<file path="config.mk">
export PLATFORM = sky130hd
export DESIGN_NAME = cpsr_flag_unit
export DESIGN_NICKNAME = d
export VERILOG_FILES = /design/src/rtl/cpsr_flag_unit_pkg.sv /design/src/rtl/cpsr_flag_unit_flag_merge.sv /design/src/rtl/cpsr_flag_unit.sv
export SDC_FILE = /design/constraint.sdc
export NUM_CORES = 1
export LEC_CHECK = 0
export CAP_MARGIN = 40
export CELL_PAD_IN_SITES_DETAIL_PLACEMENT = 0
export CELL_PAD_IN_SITES_GLOBAL_PLACEMENT = 1
export CORE_UTILIZATION = 30
export CTS_CLUSTER_SIZE = 10
export DETAILED_ROUTE_END_ITERATION = 6
export GPL_ROUTABILITY_DRIVEN = 0
export GPL_TIMING_DRIVEN = 0
export PLACE_DENSITY = 0.76
export RECOVER_POWER = 50
export SLEW_MARGIN = 5
export SYNTH_ARGS = -nofsm -noshare
export SYNTH_HDL_FRONTEND = slang
export SYNTH_HIERARCHICAL = 1
export SYNTH_SLANG_ARGS = --single-unit
</file>
<file path="constraint.sdc">
create_clock -name clk -period 1 [get_ports clk]
set_input_delay 0.1 -clock clk [delete_from_list [all_inputs] [get_ports clk]]
set_output_delay 0.1 -clock clk [all_outputs]
set_load 0.01 [all_outputs]
</file>
<file path="src/rtl/cpsr_flag_unit_pkg.sv">
// Shared flag indices, masks and the capture-request record for the CPSR flag unit.
// Flag vectors use one bit ordering everywhere: N=0, Z=1, C=2, V=3.
package cpsr_flag_unit_pkg;

    localparam int NUM_FLAGS = 4;

    localparam int N_I = 0;
    localparam int Z_I = 1;
    localparam int C_I = 2;
    localparam int V_I = 3;

    localparam logic [NUM_FLAGS-1:0] FLAGMASK_NZ  = (4'b0001 << N_I) | (4'b0001 << Z_I);
    localparam logic [NUM_FLAGS-1:0] FLAGMASK_NZC = FLAGMASK_NZ | (4'b0001 << C_I);
    localparam logic [NUM_FLAGS-1:0] FLAGMASK_ALL = FLAGMASK_NZC | (4'b0001 << V_I);

    // One flag update: which flags it writes and their new values.
    typedef struct packed {
        logic                 valid;
        logic [NUM_FLAGS-1:0] mask;
        logic [NUM_FLAGS-1:0] flags;
    } flag_upd_t;

endpackage

</file>
<file path="src/rtl/cpsr_flag_unit_flag_merge.sv">
// Per-bit flag merge: masked bits take the new value, the rest keep the base.
// Used for both the forwarding path and the commit path.
module flag_merge
    import cpsr_flag_unit_pkg::*;
#(
    parameter int VEC_W = NUM_FLAGS
) (
    input  logic [VEC_W-1:0] base,
    input  logic [VEC_W-1:0] mask,
    input  logic [VEC_W-1:0] flags,
    output logic [VEC_W-1:0] merged
);

    for (genvar i = 0; i < VEC_W; i++) begin : g_bit
        assign merged[i] = mask[i] ? flags[i] : base[i];
    end

endmodule

</file>
<file path="src/rtl/cpsr_flag_unit.sv">
// Architectural N/Z/C/V flags plus the one in-flight update from EX, with a
// combinational forward so the next EX instruction sees its predecessor's flags.
module cpsr_flag_unit
    import cpsr_flag_unit_pkg::*;
#(
    parameter logic [NUM_FLAGS-1:0] RESET_FLAGS = 4'b0000
) (
    input  logic                 clk,
    input  logic                 rst_n,
    input  logic                 stall_in,
    input  logic                 flush_in,
    input  logic                 ex_valid_in,
    input  logic                 ex_setflags_in,
    input  logic                 ex_condpass_in,
    input  logic [NUM_FLAGS-1:0] ex_mask_in,
    input  logic [NUM_FLAGS-1:0] ex_flags_in,
    input  logic                 msr_we_in,
    input  logic [NUM_FLAGS-1:0] msr_flags_in,
    output logic [NUM_FLAGS-1:0] cpsr_out,
    output logic [NUM_FLAGS-1:0] cpsr_fwd_out,
    output logic                 pend_valid_out
);

    logic [NUM_FLAGS-1:0] arch;
    flag_upd_t            pend;
    flag_upd_t            cap;
    logic [NUM_FLAGS-1:0] fwd_merged;
    logic [NUM_FLAGS-1:0] commit_merged;

    // MSR outranks a normal flag setter issued in the same slot.
    always_comb begin
        cap = '0;
        if (msr_we_in) begin
            cap.valid = 1'b1;
            cap.mask  = FLAGMASK_ALL;
            cap.flags = msr_flags_in;
        end else if (ex_valid_in && ex_setflags_in && ex_condpass_in && (ex_mask_in != '0)) begin
            cap.valid = 1'b1;
            cap.mask  = ex_mask_in;
            cap.flags = ex_flags_in;
        end
    end

    flag_merge #(.VEC_W(NUM_FLAGS)) u_fwd_merge (
        .base   (arch),
        .mask   (pend.mask),
        .flags  (pend.flags),
        .merged (fwd_merged)
    );

    flag_merge #(.VEC_W(NUM_FLAGS)) u_commit_merge (
        .base   (arch),
        .mask   (pend.mask),
        .flags  (pend.flags),
        .merged (commit_merged)
    );

    // A flush still retires the pending update: it belongs to an older instruction.
    always_ff @(posedge clk or negedge rst_n) begin
        if (!rst_n) begin
            arch <= RESET_FLAGS;
            pend <= '0;
        end else if (flush_in) begin
            if (pend.valid) arch <= commit_merged;
            pend.valid <= 1'b0;
        end else if (!stall_in) begin
            if (pend.valid) arch <= commit_merged;
            pend.valid <= cap.valid;
            if (cap.valid) begin
                pend.mask  <= cap.mask;
                pend.flags <= cap.flags;
            end
        end
    end

    assign cpsr_out       = arch;
    assign cpsr_fwd_out   = pend.valid ? fwd_merged : arch;
    assign pend_valid_out = pend.valid;

endmodule
</file>
==> results of run 1 <==
==> flip-flops by register name, indices dropped and copies added (netlist names) <==
signal          flops
pend_valid_out      1
cpsr_out            4
pend                8
==> kinds of logic after synthesis <==
| logic type | Yosys count | share of synthesized area |
|---|---|---|
| buffers and inverters | 4 | 0.01735 |
| multiplexers | 16 | 0.2428 |
| AO/OA/AOI/OAI | 14 | 0.1315 |
| AND/OR/NAND/NOR | 32 | 0.2327 |
| flip-flops | 13 | 0.3757 |
==> stage by stage <==
step,cells,setup slack (ns),power (µW),util,hold slack [ns]
final,164,-0.4797,2810,0.5400,0.07905
after global routing,164,-0.5122,2958,0.5400,0.08947
after global placement,138,-0.7636,1975,0.4394,0.5275
after floorplan,79,-0.09109,1489,-,-0.1956
after detailed placement,138,-0.7628,2020,0.4394,0.5116
after CTS,156,-0.4792,2625,0.4934,0.04222
==> worst paths after layout <==
kind                            cells after the start  slack, ns                start                    endpoint
worst min register to register                      2       0.59  pend[0]$_DFFE_PN0P_         pend[0]$_DFFE_PN0P_
max in group asynchronous                           1       0.29                rst_n         pend[6]$_DFFE_PN0P_
worst min-delay path                                3       0.08             stall_in  pend_valid_out$_DFFE_PN0N_
worst max-delay path                                3      -0.48  pend[5]$_DFFE_PN0P_             cpsr_fwd_out[1]
worst max register to register                      3      -0.23  pend[6]$_DFFE_PN0P_     cpsr_out[2]$_DFFE_PN0P_
min in group asynchronous                           1       0.26                rst_n         pend[5]$_DFFE_PN0P_
==> synthesized netlist by cell type, drive strengths merged <==
library cell  instances
o2111ai               4
clkbuf                2
or2                   2
a221oi                1
o21ai                 5
nor2                  7
inv                   2
nand2                 4
mux2                 16
or4b                  4
nand3                 5
nand2b                4
dfrtp                13
o221a                 4
nor4                  1
or3                   5
==> per-layer routing <==
| metal | GRT usage | vias up |
|---|---|---|
| li1 | - | 415 |
| met1 | 0.2245 | 426 |
| met2 | 0.2444 | 24 |
| met3 | 0.01628 | 4 |
| met4 | 0.1000 | 0 |
| met5 | 0 | - |
==> repair_timing <==
| item | 4_1_cts | 5_1_grt |
|---|---|---|
| setup endpoints to repair | 22 | 20 |
| setup buffers | 14 | 10 |
| hold buffers | 0 | 1 |
| hold endpoints to repair | 0 | 1 |
| resized for setup | 74 | 37 |
| pin swaps | 3 | 2 |
==> worst min-delay path: stages <==
cell,delay [ns]
buf_8,0.08
buf_4,0.10
a221oi_2,0.05
==> cell type report <==
type,count,area [µm²],area share
inverters,2,7.507,0.005085
clock buffers,4,26.28,0.01780
plain buffers,1,3.754,0.002542
flip-flops and latches,13,327.8,0.2220
well taps,31,38.79,0.02627
repair buffers,51,475.5,0.3220
multi-input cells,62,596.8,0.4042
==> power breakdown <==
group,switching [µW],internal [µW],total (µW)
clock network,187,155,342
registers,144,674,818
logic,532,1120,1650
==> results.yml, run 1 <==
floorplanning:
  num_rows: 19
  dieArea_um2: 3105
  fp.dieH_um: 55.72
  fp.dieW_um: 55.72
  start_util: 0.3167
  core_area_um2: 2734
  ioPinCount: 29
detailed_routing:
  topRoutingLayerUsed: "met4"
  wl_met1_um: 1167
  wl_um: 2480
  route.detailed.drc: 0
  drt_first_pass_iters: 4
  route.detailed.wl_per_inst_um: 15.12
  vias: 869
  antenna_left: 0
  drt_iter0_drc: 21
  route.met2.wl_um: 1175
  met3WireLength_um: 77
  viasPerCell: 5.299
critical_path:
  crit_buf_inv: 1
  endpoint_kind: "primary output"
  required_ns: 0.90
  cp_top_family: "multiplexers"
  max_stage_delay_ns: 0.41
  crit_fanout: 2
  cp.arrival_ns: 1.38
  critPathKind: "reg -> out"
  path_cells: "mux2_4, mux2_4, buf_6"
  cp_common_cell: "mux2_4"
  cpMaxStageDelayCell: "dfrtp_1"
  start_kind: "register"
timing:
  hold_viol: 0
  fin_skew_ns: 0.003106
  final.setup.worst_slack_ns: -0.4797
  fin_tns_setup_ns: -2.794
  setup_viol: 13
  grt_setup_unrepaired: "yes"
  tightest_slew_ns: 0.6258
  final.min_clock_period_ns: 1.480
  slew_violations: 0
  fmax_mhz: 675.8
  period_share: 1.480
  slew_headroom: 0.5814
placement:
  place_area_um2: 1201
  port_buffers: 28
yosys:
  synth_area_leaders: "dfrtp_1 (38%), mux2_4 (14%), mux2_2 (10%)"
  synthCells: 79
  synth_top_area_frac: 0.3757
  ys_warn_count: 6
  synth_nets: 99
  synth_top_area_cell: "dfrtp_1"
  synth_seq_cells: 13
  ys_types: 20
  avgSynthCellArea_um2: 10.96
  synth-seq-area-share: 0.3757
  synth_area_um2: 865.8
clock_tree:
  cts_tree: "done"
  clkSinkCount: 13
  cts_root_buf: "clkbuf_4"
  clk_pin_slew_ns: 0.08
  numCtsBuffers: 3
  cts_buffer_depth: 2
  clk_latency_ns: 0.29
  h-tree-depth: 1
global_routing:
  grt_overflow_total: 0
  grt_pass1_vias: 842
  grt_max_degree: 14
  antenna_found_initial: 0
  grt_pass1_wl_um: 3898
  grt_use_total: 0.1628
finish:
  nets: 154
  layout_commonest_cell: "buf_6"
  diodes: 0
  final_cell_mix: "buf_6 (19), mux2_4 (13), buf_4 (12), dfrtp_1 (11), clkdlybuf4s50_1 (8)"
  design_area_um2: 1476
  fill_cells: 261
  drive_gt1_frac: 0.5263
  area_growth_pct: 70.52
run_status:
  outcome: "complete, but fails checks"
  violations: "negative setup slack"
power:
  p_leak_uw: 0.0006448
  p_per_area_nw_per_um2: 1904
  ir_drop_mv: 1.200
job:
  cap_violations: 0
worst_hold_path:
  hold_class: "in -> reg"
(Power assumes the default switching activity.)
==> run 2, diff against run 1 <==
Settings changed: CORE_UTILIZATION 30 to 29, PLACE_DENSITY 0.76 to default, PLACE_DENSITY_LB_ADDON from default to 0.1, SYNTH_HIERARCHICAL 1 to default.
==> run 2 against run 1 <==
Against the previous run:
- the flow still finishes with violations (negative setup slack)
- combinational power shrank 37%
- non-clock buffer count shrank 1
- via count shrank 2.3%
- flip-flop and latch count is the same
- first-iteration DRC count shrank 67%
- critical endpoint is now cpsr_fwd_out[0]
- largest power group unchanged
- highest routed layer unchanged
==> results.yml, run 2 <==
finish:
  largest_reg_flops: 8
  area_growth_pct: 73.64
  diodes: 0
  layout_commonest_cell: "buf_4"
  final_cell_mix: "buf_4 (14), buf_6 (12), dfrtp_1 (12), nor2_1 (9), clkdlybuf4s50_1 (8)"
  design_area_um2: 1401
  top_register: "pend"
  stdcell_count: 163
  drive_gt1_frac: 0.4962
  nets: 154
yosys:
  synth_area_um2: 807.0
  avgSynthCellArea_um2: 9.842
  ys_types: 20
  synth-seq-area-share: 0.4031
  ys.flop_type: "dfrtp_1"
  synthMostInstantiatedCell: "dfrtp_1"
  synth_seq_cells: 13
  ys_warn_count: 0
  synth_nets: 102
  synth_area_leaders: "dfrtp_1 (40%), mux2_2 (11%), o211ai_2 (6.2%)"
  synthCells: 82
  yosys-top-cells-count: "dfrtp_1 (13), nor2_1 (10), mux2_2 (8), nand2_1 (8), nor3_1 (5)"
  synth_top_area_frac: 0.4031
  synth_top_area_cell: "dfrtp_1"
  synth-async-reset-ratio: 1.000
  synth_edf_count: 0
placement:
  place_area_um2: 1144
  place_ws_ns: -0.6848
  place_hpwl_um: 1564
  port_buffers: 28
  dpl.cell_count: 140
job:
  cap_violations: 0
timing:
  setup_viol: 10
  slew_violations: 0
  final.setup.worst_slack_ns: -0.4279
  slew_headroom: 0.5840
  final.min_clock_period_ns: 1.428
  fin_skew_ns: 0.0003662
  fin_hold_ws_ns: 0.2664
  period_share: 1.428
  tightest_slew_ns: 0.6219
  hold_viol: 0
  fmax_mhz: 700.3
  grt_setup_unrepaired: "yes"
clock_tree:
  clk_pin_slew_ns: 0.08
  cts_hold_buf: 0
  numCtsBuffers: 3
  clk_latency_ns: 0.28
  h-tree-depth: 1
  cts_buffer_depth: 2
  cts_tree: "done"
  cts_root_buf: "clkbuf_4"
  clkSinkCount: 13
detailed_routing:
  wl_um: 2407
  drt_iter0_drc: 7
  vias: 849
  drt_first_pass_iters: 4
  route.detailed.drc: 0
  antenna_left: 0
  route.detailed.wl_per_inst_um: 14.77
  viasPerCell: 5.209
floorplanning:
  core_area_um2: 2545
  ioPinCount: 29
  fp.dieH_um: 54.75
  num_rows: 18
  dieArea_um2: 2998
  start_util: 0.3171
  fp.dieW_um: 54.75
critical_path:
  reg2reg_depth: 4
  cp.arrival_ns: 1.33
  crit_fanout: 3
  rr_endpoint: "cpsr_out[0]$_DFFE_PN0P_"
  rr_startpoint: "pend_valid_out$_DFFE_PN0P_"
  reg2reg_setup_slack_ns: -0.29
  critPathKind: "reg -> out"
  endpoint_kind: "primary output"
  required_ns: 0.90
  start_kind: "register"
power:
  pwr-share-clk: 0.154
  p_switching_uw: 716.1
  p_leak_uw: 0.0006145
  ir_drop_mv: 0.8978
  p_per_area_nw_per_um2: 1558
  intPower_uw: 1467
  switching_share: 0.3280
  comb_power_share: 0.478
  seqPwrFrac: 0.367
global_routing:
  grt_pass1_vias: 816
  grt_use_total: 0.1847
  grt_max_degree: 14
  antenna_found_initial: 0
  grt_pass1_wl_um: 3781
  grt_overflow_total: 0
run_status:
  outcome: "complete, but fails checks"
  violations: "negative setup slack"
worst_hold_path:
  hold_class: "in -> async"
==> run 2: power by group through the flow <==
stage          Combinational [µW]  Clock, µW  Sequential [µW]
6_report                     1040        337              802
5_1_grt                      1140        371              823
4_1_cts                      1040        346              800
3_3_place_gp                  935          0              793
2_1_floorplan                 447          0              813
3_5_place_dp                  958          0              801
==> run 2: worst max-delay path: stages, from the launching register on <==
cell and delay, ns:
dfrtp_2 0.43, buf_6 0.13, nand2_4 0.06, mux2_4 0.30, buf_6 0.12
==> run 2: logic make-up after synthesis <==
kind of cell / synth area share
simple gates: 0.2372
compound gates: 0.2031
flops: 0.4031
mux: 0.1116
buf+inv: 0.04496
==> run 2: cell type report <==
cell class / count / area (µm²)
Fill cell: 243 / 1144
Multi-Input combinational cell: 64 / 556.8
Tap cell: 30 / 37.54
Buffer: 4 / 38.79
Clock buffer: 4 / 26.28
Sequential cell: 13 / 326.6
Inverter: 1 / 3.754
Timing Repair Buffer: 47 / 411.6
==> run 2: repair_timing <==
action                                  in CTS  in global routing
buffers inserted                            16                  3
gates cloned                                 0                  1
endpoints found under the setup margin      22                 18
resized for setup                           80                 13
pin swaps                                    3                  4
==> run 2: through the flow <==
step                utilization  total power [µW]  TNS (ns)
global route             0.5506              2329    -3.509
CTS                      0.5383              2183    -3.262
floorplan                     -              1260   -0.8551
global placement         0.4494              1728    -9.355
finish                   0.5506              2183    -3.209
detailed placement       0.4494              1759    -9.629
==> run 2: metal layers <==
layer | GRT usage | part of all wire | up-vias
li1 | - | - | 408
met1 | 0.2274 | 0.45 | 405
met2 | 0.3173 | 0.49 | 31
met3 | 0.02500 | 0.044 | 5
met4 | 0.07692 | 0.019 | 0
met5 | 0 | 0 | -
==> run 2: worst max-delay path by stage <==
stage | from | to | slack, ns | cells past startpoint
floorplan | pend_valid_out$_DFFE_PN0P_ | cpsr_out[1]$_DFFE_PN0P_ | -0.22 | 3
global placement | ex_mask_in[3] | pend[3]$_DFFE_PN0P_ | -0.67 | 5
detailed placement | ex_mask_in[3] | pend[3]$_DFFE_PN0P_ | -0.68 | 5
CTS | pend_valid_out$_DFFE_PN0P_ | cpsr_fwd_out[0] | -0.44 | 4
global route | pend_valid_out$_DFFE_PN0P_ | cpsr_fwd_out[0] | -0.46 | 4
finish | pend_valid_out$_DFFE_PN0P_ | cpsr_fwd_out[0] | -0.43 | 4
==> RTL change 1 (settings of run 2) <==
Set the package constant `NUM_FLAGS` to 6 (it was 4).
--- a/src/rtl/cpsr_flag_unit_pkg.sv
+++ b/src/rtl/cpsr_flag_unit_pkg.sv
@@ -3,5 +3,5 @@
 package cpsr_flag_unit_pkg;
 
-    localparam int NUM_FLAGS = 4;
+    localparam int NUM_FLAGS = 6;
 
     localparam int N_I = 0;
Interface: changed (5 resized); port bits go from 29 to 39. The function was not compared with the original's and may differ.
==> RTL change 1 against run 2 <==
The run still ends with setup timing left. Final cell count grew 25%. Setup slack lost 48 ps. Design area grew 29%. Critical endpoint unchanged. Synthesized area grew 23%. Sequential cell count grew 6. Combinational power grew 59%. Critical path depth is the same. Wire length grew 26%. Non-clock buffer count grew 14. Highest routed layer unchanged. Power grew 47%.
==> RTL change 1: results (changes against run 2) <==
Clock tree
  – Clock latency reported for the late side of the worst-skew pair: 300 ps (+20 ps)
  – Register clock-pin slew on the reported worst setup and hold paths: 110 ps (+30 ps)
  – Number of buffers inserted for hold repair after clock tree synthesis: 1 (+1)
  – Post-cts sizing count: 125 (+56%)

Global routing
  – Met1 layer usage reported by global route: 0.262 (+0.0349)
  – Number of global-route vias before repair: 973 (+19%)
  – Wire length of the first global-routing pass: 4.99 mm (+32%)
  – Met2 demand-to-capacity share in global routing: 0.303 (-0.0143)

Drt
  – WL met1: 1.45 mm (+34%)
  – Via/cell ratio: 4.95 (-5.0%)
  – Detail Route met3 WL: 163 um (+54%)
  – Met2 routed WL: 1.42 mm (+21%)
  – 1st-iter DRT viols: 37 (+30)

Final layout
  – Filler cells: 306 (+26%)
  – Share of cells above drive strength 1: 0.522 (+0.0258)
  – Post-layout nets: 186 (+21%)
  – Largest register FFs: 12 (+4)

STA
  – Final count of negative-setup-slack endpoints: 18 (+8)
  – Least setup slack across all paths after layout: -476 ps (-47.9 ps)
  – Transition at the pin with the smallest max-transition slack: 530 ps (-92.0 ps)
  – Clock skew after layout: 9.29 ps (+8.93 ps)
  – Min Hold Slack: 93.5 ps (-173 ps)

Synthesis
  – Multiplexer fraction of the synthesized cell area: 0.137 (+0.0249)
  – Most frequent cells after synthesis: sky130_fd_sc_hd__nor3_1 (20), sky130_fd_sc_hd__dfrtp_1 (19), sky130_fd_sc_hd__mux2_2 (12)
  – Most area-consuming cells after synthesis: sky130_fd_sc_hd__dfrtp_1 (48%), sky130_fd_sc_hd__mux2_2 (14%), sky130_fd_sc_hd__nor3_1 (10%), sky130_fd_sc_hd__o22a_1 (5.3%), sky130_fd_sc_hd__o22ai_1 (3.8%)
  – Share of the synthesized area in compound gates (AO/OA/AOI/OAI): 0.135 (-0.0678)
  – Synthesized net count: 122 (+20%)

Critical path
  – Terminus of the critical flop-to-flop path: cpsr_out[1]
  – Biggest cell delay along the critical path: 460 ps (+30 ps)
  – Worst R2R Setup Slack: -320 ps (-30 ps)
  – Largest fanout on the critical path: 4 (+1)

Status
  – Violations in the final reports: setup timing
  – Status: finished with violations

Min path
  – Worst hold-check path type: input port to flip-flop

Power
  – Max IR drop VDD: 0.527 mV (-41%)
  – Leakage power summed over all cells: 0.828 nW (+35%)

Place
  – Count of input and output buffers: 38 (+36%)
  – HPWL after DPL: 2.02 mm (+29%)
[RTL change 1: final cells by class]
cell class,count,area share
multi-input combinational,71,0.350
timing repair buffer,59,0.314
buffer,6,0.0276
clock buffer,3,0.0124
sequential,19,0.263
clock inverter,1,0.00276
tap,44,0.0303
[RTL change 1: through the flow]
stage | instances | instance area, um^2 | setup WS (ps) | utilization | setup TNS [ps]
floorplan | 96 | 1060 | -231 | - | -1940
finish | 203 | 1810 | -476 | 0.575 | -4960
detailed placement | 179 | 1520 | -776 | 0.481 | -14600
global route | 203 | 1810 | -538 | 0.575 | -5940
global placement | 178 | 1500 | -764 | 0.476 | -19160
CTS | 202 | 1790 | -481 | 0.569 | -5200
[RTL change 1: power breakdown]
part	total [W]	switching, W	internal, W	leakage, nW
combinational	0.00165	0.000572	0.00108	0.576
sequential	0.00116	0.000177	0.000982	0.234
clock	0.000405	0.000256	0.000149	0.0177
==> RTL change 2 (flow settings as in run 2) <==
Without the edit above. Make the reset (`rst_n`) synchronous in one clocked block.
--- a/src/rtl/cpsr_flag_unit.sv
+++ b/src/rtl/cpsr_flag_unit.sv
@@ -57,5 +57,5 @@
 
     // A flush still retires the pending update: it belongs to an older instruction.
-    always_ff @(posedge clk or negedge rst_n) begin
+    always_ff @(posedge clk) begin
         if (!rst_n) begin
             arch <= RESET_FLAGS;
Function: differs if rst_n is asserted again (counterexample within 4 cycles, from zero or initial values and one cycle with rst_n low); with rst_n held inactive, the same outputs for 10 cycles.
==> RTL change 2 against run 2 <==
Setup slack improved by 240 ps. Wire length increased by 13%. Design area shrank 9.3%. The flow still finishes with violations (setup timing). Critical path type unchanged. Final cell count increased by 0.61%. Hold slack got worse by 95 ps. Non-clock buffer count is 6 lower. Sequential cell count unchanged. Synthesized area shrank 3.7%.
Power is not compared: it rests on default switching activity, and its combinational part moved more than twofold at a synthesized area within 25%.
==> RTL change 2: results (changes against run 2) <==
Drt
  – Highest metal layer with signal wires: met4
  – DRT Pass-1 Iters: 4 (unchanged)
  – Detail Route met3 WL: 122 um (+15%)
  – WL met1: 1.23 mm (+14%)
  – Average detailed-routed wire length per instance: 16.5 um (+12%)
  – 1st-iter DRT viols: 19 (+12)
  – Vias: 911 (+7.3%)
  – Met2 routed WL: 1.32 mm (+13%)

Synthesis
  – Yosys warning total: 0 (unchanged)
  – Yosys cell types: 25 (+25%)
  – Synth async-reset ratio: 0 (-1.00)
  – Most area-consuming cells after synthesis: sky130_fd_sc_hd__dfxtp_1 (33%), sky130_fd_sc_hd__nand2_1 (7.7%), sky130_fd_sc_hd__o221ai_2 (7.7%), sky130_fd_sc_hd__a211oi_2 (6.4%), sky130_fd_sc_hd__a211oi_1 (4.8%)
  – Top_reg_cell synth: sky130_fd_sc_hd__dfxtp_1
  – Most frequent cells after synthesis: sky130_fd_sc_hd__nand2_1 (16), sky130_fd_sc_hd__dfxtp_1 (13), sky130_fd_sc_hd__a211oi_1 (5), sky130_fd_sc_hd__clkbuf_1 (5), sky130_fd_sc_hd__nor2_1 (5)
  – Synthesized area per cell: 8.45 um^2 (-14%)
  – Synthesized net count: 112 (+9.8%)
  – Post-synthesis sequential area ratio: 0.335 (-0.0682)

Critical path
  – Largest fanout on the critical path: 5 (+2)
  – Worst endpoint data arrival time: 1090 ps (-240 ps)
  – Worst R2R Setup Slack: -120 ps (+170 ps)

Clock tree
  – Register clock-pin slew on the reported worst setup and hold paths: around 90 ps
  – Number of H-tree levels: 1 (unchanged)
  – Cell chosen for the clock root: sky130_fd_sc_hd__clkbuf_4
  – Worst-case clock buffer depth: 2 (unchanged)

Global routing
  – Wire length of the first global-routing pass: 3.98 mm (+5.3%)
  – Met2 demand-to-capacity share in global routing: 0.346 (+0.0284)
  – Met1 layer usage reported by global route: 0.242 (+0.0142)
  – Total routing usage reported by global routing: 0.202 (+0.0168)
  – Pin count of the biggest net entering global routing: 11 (-3)
  – Number of global-route vias before repair: 820 (+0.49%)
  – GR Util met3: 0.0537 (+0.0287)

Power
  – P_sw: about 0.00039 W
  – Max IR drop VDD: 0.759 mV
  – Combinational power: 0.000341 W
  – Power Clock: around 0.00035 W

Final layout
  – Largest register FFs: 8 (unchanged)
  – Share of cells above drive strength 1: 0.448 (-0.0485)
  – Layout Cells excl Fill: 164 (+0.61%)
  – Most flops, register: pend

Place
  – Pre-CTS worst setup slack: -842 ps (-157 ps)
  – HPWL after DPL: 1.64 mm (+4.7%)
  – Post-Place Cells: 150 (+7.1%)
  – Placed inst area: 0.00110 mm^2 (-4.2%)

STA
  – Final count of negative-setup-slack endpoints: 9 (-1)
  – Final sum of negative setup slack: -1040 ps (+2170 ps)
  – Worst relative slew slack: 0.749 (+0.165)
  – Min Hold Slack: 171 ps (-94.9 ps)
  – Least setup slack across all paths after layout: -191 ps (+237 ps)
  – Clock skew after layout: 8.31 ps (+7.95 ps)

Min path
  – Worst hold-check path type: input port to flip-flop

Status
  – Status: finished with violations
  – Violations in the final reports: setup timing
-- RTL change 2: changes by cell type after synthesis, moves of 5 or more --
cell                       delta
sky130_fd_sc_hd__mux2_2       -8
sky130_fd_sc_hd__clkbuf_1     +5
sky130_fd_sc_hd__nor2_1       -5
sky130_fd_sc_hd__nor3_1       -5
sky130_fd_sc_hd__dfxtp_1     +13
sky130_fd_sc_hd__nand2_1      +8
sky130_fd_sc_hd__dfrtp_1     -13
-- RTL change 2: critical path, cell delays in order, from the launching register on --
cell                      delay (ps)
sky130_fd_sc_hd__dfxtp_4         380
sky130_fd_sc_hd__buf_8           130
sky130_fd_sc_hd__nand2_2          60
sky130_fd_sc_hd__nand2_2          70
sky130_fd_sc_hd__nand2_1          40
sky130_fd_sc_hd__buf_2           130
-- RTL change 2: repair_timing --
item	CTS	global route
cloned	3	0
gates resized for setup	82	16
endpoints found under the hold margin	0	0
setup buffers	9	0
pin swaps	15	7
endpoints found under the setup margin	22	17
-- RTL change 2: layout make-up --
type / count / area (um^2)
tap: 30 / 37.5
clock buffer: 4 / 26.3
sequential: 13 / 267
inverter: 2 / 8.76
timing repair buffer: 39 / 324
fill: 268 / 1230
multi-input combinational: 70 / 541
buffer: 6 / 67.6
-- RTL change 2: logic make-up (layout without fill, tap and decap cells) --
family,after synthesis,after routing,synth area share
AO/OA/AOI/OAI,30,30,0.343
buffers and inverters,10,51,0.0692
flip-flops,13,13,0.335
AND/OR/NAND/NOR,39,40,0.253
-- RTL change 2: worst paths after layout --
path / startpoint / endpoint / depth (start not counted)
hold / removal: ex_mask_in[2] / pend[6] / 3
hold reg to reg: cpsr_out[3] / cpsr_out[3] / 2
setup / recovery: pend_valid_out / cpsr_fwd_out[1] / 5
setup reg to reg: pend_valid_out / cpsr_out[3] / 6
